[config.mk]
export PLATFORM = sky130hd
export DESIGN_NAME = bit4_expand_flat
export DESIGN_NICKNAME = d
export VERILOG_FILES = /design/src/rtl/bit4_pkg.sv /design/src/rtl/bit4_expand_if.sv /design/src/rtl/bit4_therm.sv /design/src/rtl/bit4_expand.sv /design/src/flat_wrapper.sv
export SDC_FILE = /design/constraint.sdc
export NUM_CORES = 1
export LEC_CHECK = 0
export BUFFER_PORTS_ARGS = -buffer_cell sky130_fd_sc_hd__buf_4
export CAP_MARGIN = 20
export CORE_AREA = 2 2 39 41
export DETAILED_ROUTE_END_ITERATION = 10
export DIE_AREA = 0 0 41 43
export PLACE_DENSITY_LB_ADDON = 0.2
export SLEW_MARGIN = 20
export SYNTH_ARGS = -nofsm -noshare
export SYNTH_HDL_FRONTEND = slang
export SYNTH_SLANG_ARGS = --single-unit
[constraint.sdc]
create_clock -name clk -period 1.2 [get_ports clk]
set_input_delay 0.24 -clock clk [delete_from_list [all_inputs] [get_ports clk]]
set_output_delay 0.24 -clock clk [all_outputs]
set_load 0.02 [all_outputs]
[src/rtl/bit4_pkg.sv]
// Shared constants and FSM state type for the bit4_expand thermometer serializer.
package bit4_pkg;

  localparam int unsigned WORD_W  = 4;
  localparam int unsigned CNT_W   = 3;
  localparam int unsigned MAX_CNT = 4;

  typedef enum logic {
    IDLE,
    SHIFT
  } state_t;

endpackage

[src/rtl/bit4_expand_if.sv]
// Request/serial-output bundle for bit4_expand; master drives requests, slave is the expander.
interface bit4_expand_if;
  import bit4_pkg::*;

  logic              in_valid;
  logic [CNT_W-1:0]  in_count;
  logic              in_ready;
  logic [WORD_W-1:0] word;
  logic              out_valid;
  logic              out_bit;
  logic              out_last;
  logic              out_ready;

  modport master (
    output in_valid, in_count, out_ready,
    input  in_ready, word, out_valid, out_bit, out_last
  );

  modport slave (
    input  in_valid, in_count, out_ready,
    output in_ready, word, out_valid, out_bit, out_last
  );

endinterface

[src/rtl/bit4_therm.sv]
// Saturating count-to-thermometer converter: bit i is set when i < count.
module bit4_therm
  import bit4_pkg::*;
(
  input  logic [CNT_W-1:0]  count,
  output logic [WORD_W-1:0] therm
);

  always_comb begin
    therm = '0;
    for (int unsigned i = 0; i < WORD_W; i++) begin
      therm[i] = (32'(count) > i);
    end
  end

endmodule

[src/rtl/bit4_expand.sv]
// Accepts a 0..4 count, loads its thermometer word and shifts it out LSB first over 4 handshakes.
// Optional sticky illegal-count flag `err` is built only when BIT4_EXPAND_ERR_EN is defined.
module bit4_expand
  import bit4_pkg::*;
(
  input  logic       clk,
  input  logic       rst,
  bit4_expand_if.slave bus
`ifdef BIT4_EXPAND_ERR_EN
  ,
  output logic       err
`endif
);

  state_t            state_q, state_d;
  logic [1:0]        idx_q, idx_d;
  logic [WORD_W-1:0] word_q, word_d;
  logic [WORD_W-1:0] therm;
  logic              in_ready;
  logic              out_valid;
  logic              out_bit;
  logic              out_last;

  bit4_therm u_therm (
    .count (bus.in_count),
    .therm (therm)
  );

  always_comb begin
    state_d   = state_q;
    idx_d     = idx_q;
    word_d    = word_q;
    in_ready  = 1'b0;
    out_valid = 1'b0;
    out_bit   = 1'b0;
    out_last  = 1'b0;
    unique case (state_q)
      IDLE: begin
        in_ready = 1'b1;
        if (bus.in_valid) begin
          word_d  = therm;
          idx_d   = 2'd0;
          state_d = SHIFT;
        end
      end
      SHIFT: begin
        out_valid = 1'b1;
        out_bit   = word_q[idx_q];
        out_last  = (idx_q == 2'd3);
        if (bus.out_ready) begin
          idx_d = idx_q + 2'd1;
          if (out_last) begin
            state_d = IDLE;
          end
        end
      end
      default: state_d = IDLE;
    endcase
  end

  always_ff @(posedge clk) begin
    if (rst) begin
      state_q <= IDLE;
      idx_q   <= 2'd0;
      word_q  <= '0;
    end else begin
      state_q <= state_d;
      idx_q   <= idx_d;
      word_q  <= word_d;
    end
  end

`ifdef BIT4_EXPAND_ERR_EN
  always_ff @(posedge clk) begin
    if (rst) begin
      err <= 1'b0;
    end else if (bus.in_valid && in_ready && (bus.in_count > CNT_W'(MAX_CNT))) begin
      err <= 1'b1;
    end
  end
`endif

  assign bus.in_ready  = in_ready;
  assign bus.word      = word_q;
  assign bus.out_valid = out_valid;
  assign bus.out_bit   = out_bit;
  assign bus.out_last  = out_last;

endmodule

[src/flat_wrapper.sv]
// flat-port wrapper written by rule: the top's interface ports become plain ports
module bit4_expand_flat import bit4_pkg::*;
  (clk, rst, bus_in_valid, bus_in_count, bus_out_ready, bus_in_ready, bus_word, bus_out_valid, bus_out_bit, bus_out_last);
  bit4_expand_if bus_i ();
  input  logic clk;
  input  logic rst;
  input wire logic [$bits(bus_i.in_valid)-1:0] bus_in_valid;
  input wire logic [$bits(bus_i.in_count)-1:0] bus_in_count;
  input wire logic [$bits(bus_i.out_ready)-1:0] bus_out_ready;
  output wire logic [$bits(bus_i.in_ready)-1:0] bus_in_ready;
  output wire logic [$bits(bus_i.word)-1:0] bus_word;
  output wire logic [$bits(bus_i.out_valid)-1:0] bus_out_valid;
  output wire logic [$bits(bus_i.out_bit)-1:0] bus_out_bit;
  output wire logic [$bits(bus_i.out_last)-1:0] bus_out_last;
  assign bus_i.in_valid = bus_in_valid;
  assign bus_i.in_count = bus_in_count;
  assign bus_i.out_ready = bus_out_ready;
  assign bus_in_ready = bus_i.in_ready;
  assign bus_word = bus_i.word;
  assign bus_out_valid = bus_i.out_valid;
  assign bus_out_bit = bus_i.out_bit;
  assign bus_out_last = bus_i.out_last;
  bit4_expand u_core (.clk(clk), .rst(rst), .bus(bus_i));
endmodule
## After elaboration in Yosys (flattened, before gate mapping)

Cells that the tools add are included.

- Register bits: 7
- Output and inout port bits: 8

- $add $sub $neg: 1
- $lt $le $gt $ge: 5
- Equality and inequality tests: 3
- Multiplexer cells: 13
- Bitwise gates (word level): 1
- Reduce and logical (&&, ||, !) cells: 2

Operators by type and width:

| cell | number |
|---|---|
| $mux W1 | 8 |
| $gt A3 B1 Y1 const B | 2 |
| $gt A3 B2 Y1 const B | 2 |
| $mux W2 | 2 |
| $ne A2 B2 Y1 const B | 2 |
| $pmux W2 S2 | 1 |
| $reduce_and A2 Y1 | 2 |
| $lt A2 B3 Y1 const B | 1 |
| $add A2 B1 Y2 const B | 1 |
| $bmux W1 S2 | 1 |
| $eq A2 B2 Y1 const B | 1 |
| $pmux W1 S2 | 1 |
| $not A1 Y1 | 1 |

## Depth between registers and ports, before layout

- Depth after elaboration: 4
- Depth in mapped cells: 4
- Depth with buffers taken out: 3

## Hierarchy

Synthesis repeated with hierarchy kept, for this count alone.

- Cells, all modules: 36
- Area, all modules: 360.3 µm²

By module, submodules not included:

| module | times used | cells each | area an instance (µm²) | sequential area each (µm²) |
|---|---|---|---|---|
| bit4_expand | 1 | 32 | 335.3 | 140.1 |
| bit4_therm | 1 | 4 | 25.0 | 0.0 |

## Worst setup path before layout

OpenSTA, ideal clock, no wires.

- Path kind: reg-to-output
- Start point: register u_core.idx_q[1]
- End point: output bus_out_bit
- Arrival time: 1.058 ns
- Setup slack: -0.098 ns
- Stages on the path, launching flop included: 3
- Buffers on the path: 0
- Cells stage by stage: dfxtp_1 > mux4_2 > and2_1

- Cells in the longest elaborated chain, start to end: 3

RTL lines:

| element | line | source |
|---|---|---|
| start: declaration | bit4_expand.sv:16 | `logic [1:0] idx_q, idx_d;` |
| start signal: assignment | bit4_expand.sv:68 | `idx_q <= idx_d;` |
| $bmux W1 S2 | bit4_expand.sv:48 | `out_bit = word_q[idx_q];` |
| $mux W1 (not written as such) | bit4_expand.sv:48 |  |
| $mux W1 | bit4_expand.sv:37 | `unique case (state_q)` |
| end: declaration | flat_wrapper.sv:13 | `output wire logic [$bits(bus_i.out_bit)-1:0] bus_out_bit;` |

Every way passes these cells. The select of a mux whose other input is x is not followed.

## Final worst setup path

Same ends and word-level chain as after synthesis.

==> results.yml <==
outcome:
  status: "finished, violations left"
  violations: "negative setup slack"
synthesis:
  syn_nets: 43
  ys_seq_area_share_pct: 44.09
  syn_inst: 35
  synth-simple-area-share_pct: 27.95
  syn_area_per_cell_um2: 9.080
  synthXorXnorAreaFrac_pct: 0
  ys_types: 18
  syn_area_um2: 317.8
  synthMuxAreaShare_pct: 10.24
  ys_seq_elements: 7
  yosys_warnings: 0
  synthAdderAreaFrac_pct: 3.937
  synth_compound_area_share_pct: 11.02
  synth_top_family_by_area: "simple AND/OR/NAND/NOR gates"
place:
  numPortBuffers: 14
  pre_cts_ws_ns: -0.1251
  place_inst: 69
  place_congestion: 0.7391
  place_hpwl_um: 557.4
sta:
  skew_ns: 0.001635
  worst_hold_slack_ns: 0.2090
  finalHoldViolCount: 0
  period_needed_ns: 1.564
  finalSetupViolations: 2
  clock.fmax_mhz: 639.4
  period_share_pct: 130.3
  worst_pin_slew_ns: 0.2718
  relSlewSlack_pct: 81.85
  fin_ws_ns: -0.3639
  slew_violations: 0
  rsz0062_at_grt: "yes"
detailed_routing:
  dr_total_vias: 332
  dr.pass1.iters: 4
  viasPerCell: 4.427
  drc: 0
  wire_per_inst_um: 10.48
  drtAntennaViolNets: 0
  routed_wl_um: 786
  drt-initial-drc-count: 6
pwr:
  p_per_area_mw_per_mm2: 1093
  pwr-share-clk_pct: 34.6
  ir_drop_uv: 524.6
  power.share.switching_pct: 26.11
  leakagePower_nw: 0.2440
  pwr-share-seq_pct: 44.0
  internal-power_w: 0.0004468
  net-switching-power_w: 0.0001579
  combPwrFrac_pct: 21.4
setup_path:
  critical_path_class: "reg2out"
  crit_path_end_kind: "primary output"
  worst-path-buf-inv: 1
  crit_chain: "mux4_2 > and2_4 > buf_6"
  required_ns: 0.96
  start_kind: "flop"
  cp_slowest_cell: "mux4_2"
  crit_arrival_ns: 1.32
  critical_path.max_fanout: 2
  crit_family: "multiplexers"
  max_stage_delay_ns: 0.48
clocking:
  cts_htree_levels: 1
  cts_made_buffers: 3
  cts_hold_buf: 0
  clk_latency_ns: 0.25
  cts_tree: "yes"
  clk_pin_slew_worst_paths_ns: 0.05
  cts_root_buf: "clkbuf_4"
  clock-sinks: 7
  clockBufferDepth: 2
floorplan:
  die_w_um: 41
  initial_core_util_pct: 22.97
  io_pins: 15
  die_area_mm2: 0.001763
  core_area_mm2: 0.001384
  rows: 14
  die_y_um: 43
layout:
  n_fill_cell: 138
  layout-drive-gt1-share_pct: 57.63
  fin_nets: 68
  instances_no_fill: 75
  area_growth_syn_to_layout_pct: 74.02
  antenna_cells: 0
  fin_util_pct: 39.96
global_routing:
  grtUsageMet2_pct: 15.00
  grt_usage_pct: 10.16
  busiest_layer: "met2"
  grt_overflow_total: 0
  antenna_found_initial: 0
  grt_max_degree: 12
  use_met3_pct: 7.853
  grt_pass1_wl_mm: 1.179
  grt_use_met1_pct: 11.33
  grt_pass1_vias: 291
run:
  drv_cap: 0
hold_path:
  worstHoldPathType: "in2reg"
power by group through the flow:
stage / Clock (W) / Combinational [W] / Sequential [W]
3_3_place_gp: 0 / 0.000127 / 0.000269
2_1_floorplan: 0 / 0.0000471 / 0.000279
6_report: 0.000209 / 0.000130 / 0.000266
5_1_grt: 0.000236 / 0.000141 / 0.000268
3_5_place_dp: 0 / 0.000127 / 0.000269
4_1_cts: 0.000223 / 0.000131 / 0.000265
cell usage in the layout (no fill, tap or decap), types with 2 or more instances in the layout:
cell type,n
a21oi_1,2
and2_4,2
buf_4,18
buf_6,3
clkbuf_4,3
dfxtp_2,6
nand2_1,3
nor2_1,5
nor3_1,4
cell families (layout without fill, tap and decap cells):
family	count (synthesis)	after routing
AOI/OAI and AO/OA	5	5
muxes	2	2
adders and majority gates	1	1
buffers and inverters	2	26
DFF	7	7
and+or+nand+nor	18	18
state kept, by name, indices dropped and copies added (netlist names):
signal / cells
u_core.bus.word: 4
u_core.idx_q: 2
u_core.state_q: 1
final cells by class:
cell class | instances | area, um^2 | area share, %
inverter | 1 | 3.754 | 0.6787
tap | 16 | 20.02 | 3.620
clock buffer | 4 | 26.28 | 4.751
multi-input combinational | 26 | 186.4 | 33.71
timing repair buffer | 21 | 168.9 | 30.54
sequential | 7 | 147.6 | 26.70
worst reg2reg max path: stages (launching register included):
cell and delay, ns:
dfxtp_2 0.32, buf_4 0.13, buf_6 0.11, ha_4 0.20, a32oi_1 0.18, nor2_1 0.05
synth_stat cells:
cell	instances	share of area (%)
nor2_1	5	5.9
nand3b_1	1	2.4
nor4_1	1	2.0
a211oi_1	1	2.4
a32oi_1	1	2.8
nand2_1	3	3.5
mux4_2	1	7.1
mux2i_1	1	3.1
nand2b_1	1	2.0
a311oi_1	1	2.8
nor2b_1	1	2.0
inv_1	1	1.2
nor3_1	4	6.3
ha_1	1	3.9
buf_2	1	1.6
a21oi_1	2	3.1
and2_1	2	3.9
dfxtp_1	7	44
metal layers:
| layer | up-vias | wire length [um] |
|---|---|---|
| li1 | 176 | - |
| met1 | 146 | 337 |
| met2 | 10 | 399 |
| met3 | 0 | 49 |
| met4 | 0 | 0 |
| met5 | - | 0 |
metrics by stage:
| stage | TNS, ns | cell area (um^2) | total power (W) |
|---|---|---|---|
| 2_1_floorplan | -0.01190 | 326.6 | 0.0003262 |
| 3_3_place_gp | -0.1180 | 484.2 | 0.0003956 |
| 3_5_place_dp | -0.1251 | 484.2 | 0.0003951 |
| 4_1_cts | -0.6390 | 553.0 | 0.0006186 |
| 5_1_grt | -0.7096 | 553.0 | 0.0006441 |
| 6_report | -0.6195 | 553.0 | 0.0006047 |
path summary, 6_finish.rpt:
kind / slack, ns / endpoint / depth (start not counted) / from
min reg2reg: 0.54 / u_core.idx_q[0] / 2 / u_core.idx_q[0]
max: -0.36 / bus_out_bit / 3 / u_core.idx_q[1]
max reg2reg: 0.10 / u_core.idx_q[1] / 5 / u_core.idx_q[1]
min: 0.21 / u_core.state_q / 2 / bus_out_ready
repair_timing:
item                                    4_1_cts  5_1_grt
buffers inserted                              2        1
endpoints found under the setup margin        4        2
gates resized for setup                       7        1
endpoints found under the hold margin         0        0
(Power assumes the default switching activity.)
